===== src/rtl/cdc_ctrl_pkg.sv =====
// Shared types and defaults for the REQ/ACK clock-domain-crossing controllers.
// The state encoding is fixed at 2 bits so the destination side can reuse it.
package cdc_ctrl_pkg;

  typedef enum logic [1:0] {
    IDLE        = 2'd0,
    WAIT_ACK_HI = 2'd1,
    WAIT_ACK_LO = 2'd2,
    ERROR       = 2'd3
  } state_t;

  localparam int DEFAULT_SYNC_STAGES    = 2;
  localparam int DEFAULT_TIMEOUT_CYCLES = 1024;

  // Phase timer width; the timer only ever counts up to cycles-1.
  function automatic int timer_width(input int cycles);
    return (cycles <= 2) ? 1 : $clog2(cycles);
  endfunction

endpackage


===== src/rtl/sync_ff_chain.sv =====
// Single-bit multi-flop synchronizer with asynchronous active-low reset.
// Used for ACK on the source side and REQ on the destination side.
module sync_ff_chain
  import cdc_ctrl_pkg::*;
#(
  parameter int STAGES = DEFAULT_SYNC_STAGES
) (
  input  logic clk,
  input  logic rst_n,
  input  logic d,
  output logic q
);

  logic [STAGES-1:0] stage_reg;

  always_ff @(posedge clk or negedge rst_n) begin
    if (!rst_n) begin
      stage_reg <= '0;
    end else begin
      stage_reg <= {stage_reg[STAGES-2:0], d};
    end
  end

  assign q = stage_reg[STAGES-1];

endmodule


===== src/rtl/cdc_handshake_src_ctrl.sv =====
// Source-side 4-phase REQ/ACK controller: captures a producer word, holds it on
// XFER_DATA for the whole handshake, and flags a stalled destination by timeout.
module cdc_handshake_src_ctrl
  import cdc_ctrl_pkg::*;
#(
  parameter int DATA_WIDTH     = 8,
  parameter int SYNC_STAGES    = DEFAULT_SYNC_STAGES,
  parameter int TIMEOUT_CYCLES = DEFAULT_TIMEOUT_CYCLES,
  parameter int COUNT_WIDTH    = 16
) (
  input  logic                   CLK,
  input  logic                   RESET_N,
  input  logic                   IN_VALID,
  input  logic [DATA_WIDTH-1:0]  IN_DATA,
  output logic                   IN_READY,
  output logic [DATA_WIDTH-1:0]  XFER_DATA,
  output logic                   XFER_REQ,
  input  logic                   XFER_ACK_ASYNC,
  input  logic                   ERR_CLEAR,
  output logic                   TIMEOUT_ERR,
  output logic                   BUSY,
  output logic [COUNT_WIDTH-1:0] XFER_COUNT
);

  localparam int TIMER_W = timer_width(TIMEOUT_CYCLES);
  localparam logic [TIMER_W-1:0] TIMER_LAST = TIMER_W'(TIMEOUT_CYCLES - 1);

  state_t                 state_reg, state_next;
  logic [TIMER_W-1:0]     timer_reg, timer_next;
  logic [DATA_WIDTH-1:0]  data_reg, data_next;
  logic                   req_reg, req_next;
  logic                   err_reg, err_next;
  logic [COUNT_WIDTH-1:0] count_reg, count_next;
  logic                   ack_s;
  logic                   timer_expired;

  sync_ff_chain #(
    .STAGES(SYNC_STAGES)
  ) u_ack_sync (
    .clk  (CLK),
    .rst_n(RESET_N),
    .d    (XFER_ACK_ASYNC),
    .q    (ack_s)
  );

  assign timer_expired = (timer_reg == TIMER_LAST);

  always_ff @(posedge CLK or negedge RESET_N) begin
    if (!RESET_N) begin
      state_reg <= IDLE;
      timer_reg <= '0;
      data_reg  <= '0;
      req_reg   <= 1'b0;
      err_reg   <= 1'b0;
      count_reg <= '0;
    end else begin
      state_reg <= state_next;
      timer_reg <= timer_next;
      data_reg  <= data_next;
      req_reg   <= req_next;
      err_reg   <= err_next;
      count_reg <= count_next;
    end
  end

  always_comb begin
    state_next = state_reg;
    timer_next = timer_reg;
    data_next  = data_reg;
    req_next   = req_reg;
    err_next   = err_reg;
    count_next = count_reg;

    case (state_reg)
      IDLE: begin
        if (IN_VALID) begin
          data_next  = IN_DATA;
          req_next   = 1'b1;
          state_next = WAIT_ACK_HI;
        end
      end
      // The awaited ack level is checked before the timeout so a level that
      // arrives on the last allowed cycle still completes the phase.
      WAIT_ACK_HI: begin
        if (ack_s) begin
          req_next   = 1'b0;
          state_next = WAIT_ACK_LO;
        end else if (timer_expired) begin
          req_next   = 1'b0;
          err_next   = 1'b1;
          state_next = ERROR;
        end
      end
      WAIT_ACK_LO: begin
        if (!ack_s) begin
          count_next = count_reg + 1'b1;
          state_next = IDLE;
        end else if (timer_expired) begin
          req_next   = 1'b0;
          err_next   = 1'b1;
          state_next = ERROR;
        end
      end
      ERROR: begin
        req_next = 1'b0;
        if (ERR_CLEAR && !ack_s) begin
          err_next   = 1'b0;
          state_next = IDLE;
        end
      end
      default: begin
        req_next   = 1'b0;
        state_next = IDLE;
      end
    endcase

    // Staying in a wait state implies the timer has not reached its last value.
    if (state_next != state_reg) begin
      timer_next = '0;
    end else if (state_reg == WAIT_ACK_HI || state_reg == WAIT_ACK_LO) begin
      timer_next = timer_reg + 1'b1;
    end
  end

  assign IN_READY    = (state_reg == IDLE);
  assign BUSY        = (state_reg != IDLE);
  assign XFER_DATA   = data_reg;
  assign XFER_REQ    = req_reg;
  assign TIMEOUT_ERR = err_reg;
  assign XFER_COUNT  = count_reg;

endmodule


===== config.mk =====
export PLATFORM = sky130hd
export DESIGN_NAME = cdc_handshake_src_ctrl
export DESIGN_NICKNAME = d
export VERILOG_FILES = /design/src/rtl/cdc_ctrl_pkg.sv /design/src/rtl/sync_ff_chain.sv /design/src/rtl/cdc_handshake_src_ctrl.sv
export SDC_FILE = /design/constraint.sdc
export NUM_CORES = 1
export LEC_CHECK = 0
export ABC_CLOCK_PERIOD_IN_PS = 2100
export BUFFER_PORTS_ARGS = -buffer_cell sky130_fd_sc_hd__clkbuf_2
export CAP_MARGIN = 15
export CORE_ASPECT_RATIO = 1.5
export CORE_MARGIN = 2
export CORE_UTILIZATION = 45
export DETAILED_ROUTE_END_ITERATION = 8
export PLACE_DENSITY = 0.68
export SYNTH_ARGS = -nofsm -noshare
export SYNTH_HDL_FRONTEND = slang
export SYNTH_HIERARCHICAL = 1
export SYNTH_SLANG_ARGS = --single-unit

===== constraint.sdc =====
create_clock -name CLK -period 2.1 [get_ports CLK]
set_input_delay 0.315 -clock CLK [delete_from_list [all_inputs] [get_ports CLK]]
set_output_delay 0.315 -clock CLK [all_outputs]
set_load 0.05 [all_outputs]

==> results of run 1 <==
[placed cells by master, fill, tap and decap left out, types with 2 or more instances in the layout]
cell / count
mux2_2: 8
nor3b_1: 2
nand3_1: 4
dfrtp_1: 40
nand2_1: 16
xnor2_1: 17
a21oi_1: 4
nor2_1: 9
nand4_1: 6
o21a_1: 2
and3_1: 3
inv_1: 5
a211oi_1: 10
xor2_1: 7
ha_1: 5
nor3_1: 2
nand2b_1: 3
clkbuf_8: 6
buf_4: 6
clkbuf_2: 40
nand3b_1: 2
a31oi_1: 2
[power by group]
| group | internal, W | switching, W |
|---|---|---|
| clock | 0.000267 | 0.000253 |
| combinational | 0.000425 | 0.000996 |
| sequential | 0.000934 | 0.000124 |
[path summary, 6_finish.rpt]
kind,startpoint,to,cells after the start
setup reg to reg,state_reg[1],timer_reg[2],6
hold reg to reg,u_ack_sync/stage_reg[0],u_ack_sync/stage_reg[1],0
setup / recovery,state_reg[1],timer_reg[2],6
hold / removal,RESET_N,XFER_COUNT[5],2
max in group asynchronous,RESET_N,XFER_DATA[0],2
min in group CLK,XFER_ACK_ASYNC,u_ack_sync/stage_reg[0],1
[cells by family (layout without fill, tap and decap cells)]
family / count (synthesis) / after routing / share of synthesized area (%)
fa+ha+maj: 6 / 6 / 3.79
xor+xnor: 24 / 24 / 10.6
simple gates: 56 / 56 / 15.5
mux: 9 / 9 / 5.05
buf+inv: 9 / 59 / 3.09
flops: 40 / 40 / 50.5
compound gates: 29 / 29 / 11.5
[repair_timing]
action,4_1_cts,5_1_grt
gates resized for setup,0,2
setup endpoints to repair,0,1
endpoints found under the hold margin,0,0
[metrics by stage]
| step | hold slack, ns | instances | worst slack, ns | instance area [µm²] |
|---|---|---|---|---|
| final | 0.0791 | 269 | 0.133 | 2350 |
| after floorplan | 0.0194 | 173 | 0.117 | 1990 |
| after detailed placement | 0.346 | 261 | 0.143 | 2250 |
| after global placement | 0.334 | 261 | 0.201 | 2250 |
| after CTS | 0.0919 | 269 | 0.109 | 2340 |
| after global routing | 0.114 | 269 | 0.00584 | 2350 |
[layout make-up]
type | count | area [µm²] | area share [%]
flip-flops and latches | 40 | 1000 | 42.7
multi-input cells | 124 | 930 | 39.6
repair buffers | 46 | 245 | 10.5
clock buffers | 7 | 86.3 | 3.68
well taps | 46 | 57.6 | 2.45
inverters | 5 | 18.8 | 0.800
clock inverters | 1 | 7.51 | 0.320
[layer usage]
metal / vias to the layer above / part of all wire (%) / GRT usage [%] / wire (µm)
met5: - / 0 / 0 / 0
met3: 9 / 3.0 / 3.96 / 117
met4: 0 / 2.5 / 8.46 / 97
li1: 712 / - / - / -
met2: 33 / 55 / 30.2 / 2140
met1: 685 / 39 / 17.2 / 1520
[worst reg2reg max path: stages, from the launching register on]
cell and delay, ns:
dfrtp_1 0.46, inv_1 0.16, ha_1 0.28, nand2b_1 0.12
a21oi_1 0.08, a221o_2 0.47, a211oi_1 0.30
==> qor.yml, run 1 <==
status: "finished clean"
syn_inst: 173
finalSetupViolCount: 0
cts_tree: "done"
fillCellCount: 367
ys.flop_type: "dfrtp_1"
rows: 29
dp_hpwl_um: 2850
initial_utilization_pct: 46.7
final_util_pct: 55.3
syn_nets: 192
rsz0062_at_grt: "no"
min_period_ns: 1.97
seq_area_frac_synth_pct: 50.5
die_x_um: 58.2
grt-ovfl-total: 0
synth_seq_cells: 40
setup_tns_ns: 0
grt_pass1_vias: 1430
dieArea_mm2: 0.00497
synth.most_common_cell: "dfrtp_1"
hold_path.class: "input pin to async pin"
reg2reg_setup_slack_ns: 0.13
nNetsFinal: 241
htree_levels: 2
synthArstFlopShare_pct: 100
path_buf_inv: 1
routed_via_density: 5.35
synth_area_mm2: 0.00198
dr.pass1.iters: 4
placement.io_buffers: 40
routabilityCongestion: 0.926
synth_area_leaders: "dfrtp_1 50%, xnor2_1 7.5%, mux2_2 4.5%"
drc: 0
yosysWarnings: 6
peakVddDrop_mv: 0.863
crit_path_max_incr_delay_ns: 0.47
worst-setup-path-type: "flip-flop to flip-flop"
synthTopCellsByCount: "40 x dfrtp_1, 17 x xnor2_1, 16 x nand2_1"
pin_count: 41
diodes: 0
cts_inserted_buffers: 5
grtUsageTotal_pct: 16.6
crit_required_ns: 2.27
die_y_um: 85.3
critPathTopFamily: "compound AO/OA/AOI/OAI gates"
hold_viol: 0
cellPowerDensity_mw_per_mm2: 1280
power_w: 0.00300
slew_headroom_pct: 67.3
vias: 1439
fp.coreArea_mm2: 0.00425
cp_slowest_cell: "a221o_2"
cts_buffer_depth: 2
grt_max_degree: 41
antenna_left: 0
worst_pin_slew_ns: 0.491
yosysTopAreaCellShare_pct: 50.5
clockRootBuffer: "clkbuf_8"
cp-start-kind: "flip-flop"
cts.clk_slew.worst_paths_ns: 0.07
critPathMaxFanout: 11
fmax_mhz: 508
crit_arrival_ns: 2.14
worstSkewPairLatency_ns: 0.28
antenna_found_initial: 0
drt_iter0_drc: 61
clock_skew_ns: 0.00485
drive_gt1_share_pct: 32.7
yosysUniqueCellTypes: 43
leakage_nw: 1.07
path_cells: "inv_1 > ha_1 > nand2b_1 > a21oi_1 > a221o_2 > a211oi_1"
fin_crit_sh_pct: 93.7
avgSynthCellArea_um2: 11.5
grt_pass1_wl_um: 6240
wl_um: 3870
synth_top_area_cell: "dfrtp_1"
cts_hold_buffers: 0
slew_viol_final: 0
area_delta_synth_final_pct: 18.3
avgRoutedWirePerCell_um: 14.4
largest_register_ffs: 16
maxCapViolCount: 0
cts_setup_buffers: 0
worst_setup_path_end_kind: "flip-flop"
synth-edff-count: 0
cts_sinks: 40
(Power assumes the default switching activity.)
==> run 2: changes to the inputs <==
--- a/config.mk
+++ b/config.mk
@@ -8,9 +8,9 @@
 export ABC_CLOCK_PERIOD_IN_PS = 2100
 export BUFFER_PORTS_ARGS = -buffer_cell sky130_fd_sc_hd__clkbuf_2
 export CAP_MARGIN = 15
-export CORE_ASPECT_RATIO = 1.5
-export CORE_MARGIN = 2
+export CORE_MARGIN = 4
 export CORE_UTILIZATION = 45
+export CTS_BUF_LIST = sky130_fd_sc_hd__clkbuf_8
 export DETAILED_ROUTE_END_ITERATION = 8
 export PLACE_DENSITY = 0.68
 export SYNTH_ARGS = -nofsm -noshare
==> qor.yml, run 2 (synthesis results as in run 1) <==
fillCellCount: 386
diodes: 0
grtUsageTotal_pct: 15.1
worst_setup_path_end_kind: "primary output"
wl_um: 3690
cts_sinks: 40
fmax_mhz: 511
fin_crit_sh_pct: 93.2
routabilityCongestion: 0.840
preCtsSetupSlack_ns: 0.126
drt_iter0_drc: 89
min_period_ns: 1.96
maxCapViolCount: 0
initial_utilization_pct: 47.9
avgRoutedWirePerCell_um: 13.6
clock_skew_ns: 0.00414
dieArea_mm2: 0.00553
clockPowerShare_pct: 20.7
grt_pass1_vias: 1441
rsz0062_at_grt: "no"
highest_layer: "met4"
r2r_cells: 5
dp_hpwl_um: 2640
final_util_pct: 56.9
p_sw_share_pct: 44.8
area_delta_synth_final_pct: 19.0
worst_pin_slew_ns: 0.487
cts_tree: "done"
dpl_cell_area_mm2: 0.00224
m1WireLength_um: 1800
slew_viol_final: 0
met2_length_um: 1600
final_area_mm2: 0.00236
setup_tns_ns: 0
status: "finished clean"
drc: 0
dr.pass1.iters: 4
grt-ovfl-total: 0
peakVddDrop_mv: 1.06
placement.io_buffers: 40
fin_ws_ns: 0.142
fp.coreArea_mm2: 0.00414
clockRootBuffer: "clkbuf_8"
cp-start-kind: "flip-flop"
final_cell_mix: "40 x dfrtp_1, 40 x clkbuf_2, 17 x xnor2_1"
finalSetupViolCount: 0
cellPowerDensity_mw_per_mm2: 1310
hold_viol: 0
pin_count: 41
worstSkewPairLatency_ns: 0.29
antenna_left: 0
vias: 1438
drive_gt1_share_pct: 32.4
power.switching_w: 0.00138
cts_inserted_buffers: 5
cts_buffer_depth: 2
slew_headroom_pct: 67.5
worst-setup-path-type: "flip-flop to primary output"
internal-power_w: 0.00170
largest_register_ffs: 16
routed_via_density: 5.29
crit_required_ns: 1.78
wl_met3_um: 206
die_x_um: 74.4
hold_path.class: "input pin to async pin"
nNetsFinal: 240
cts.clk_slew.worst_paths_ns: 0.08
htree_levels: 2
grt_max_degree: 41
critPathMaxFanout: 11
leakage_nw: 1.08
grt_pass1_wl_um: 6400
pwr-share-seq_pct: 34.7
pwr-share-comb_pct: 44.6
crit_arrival_ns: 1.64
die_y_um: 74.4
rows: 23
antenna_found_initial: 0
[run 2: layout make-up]
cell class / instances / area, µm² / share of cell area, %
Clock inverter: 3 / 46.3 / 1.96
Clock buffer: 5 / 68.8 / 2.92
Sequential cell: 40 / 1000 / 42.4
Tap cell: 50 / 62.6 / 2.65
Inverter: 5 / 18.8 / 0.795
Timing Repair Buffer: 45 / 238 / 10.1
Multi-Input combinational cell: 124 / 925 / 39.2
[run 2: worst paths after layout]
check | from | slack (ns) | endpoint
worst min-delay path | RESET_N | 0.07 | timer_reg[8]
worst max register to register | state_reg[1] | 0.18 | timer_reg[4]
max in group asynchronous | RESET_N | 1.70 | state_reg[1]
worst min register to register | u_ack_sync/stage_reg[0] | 0.36 | u_ack_sync/stage_reg[1]
worst max-delay path | state_reg[1] | 0.14 | IN_READY
min in group CLK | XFER_ACK_ASYNC | 0.12 | u_ack_sync/stage_reg[0]
[run 2: timing repair]
action,4_1_cts,5_1_grt
endpoints found under the setup margin,0,3
buffers inserted,0,0
resized for setup,0,1
hold buffers,0,0
[run 2: metrics by stage]
stage,hold WS [ns],total power [W],cells
6_report,0.0669,0.00308,272
5_1_grt,0.107,0.00328,272
4_1_cts,0.0819,0.00312,272
3_5_place_dp,0.343,0.00246,264
3_3_place_gp,0.332,0.00246,264
2_1_floorplan,0.0194,0.00219,173
[run 2: worst max-delay path, cell delays in order, from the launching register on]
cell and delay [ns]:
dfrtp_1 0.46, inv_1 0.21, ha_2 0.36, clkbuf_2 0.32
[run 2: power groups by stage]
stage	Combinational (W)	Sequential [W]	Clock [W]
final	0.00138	0.00107	0.000639
after global routing	0.00149	0.00110	0.000699
after CTS	0.00138	0.00107	0.000663
after detailed placement	0.00138	0.00108	0
after global placement	0.00138	0.00108	0
after floorplan	0.000669	0.00152	0
[run 2: per-layer routing]
metal | GRT usage, % | vias to the layer above
met4 | 6.52 | 0
li1 | - | 712
met1 | 20.8 | 682
met2 | 22.0 | 35
met3 | 4.46 | 9
met5 | 0 | -
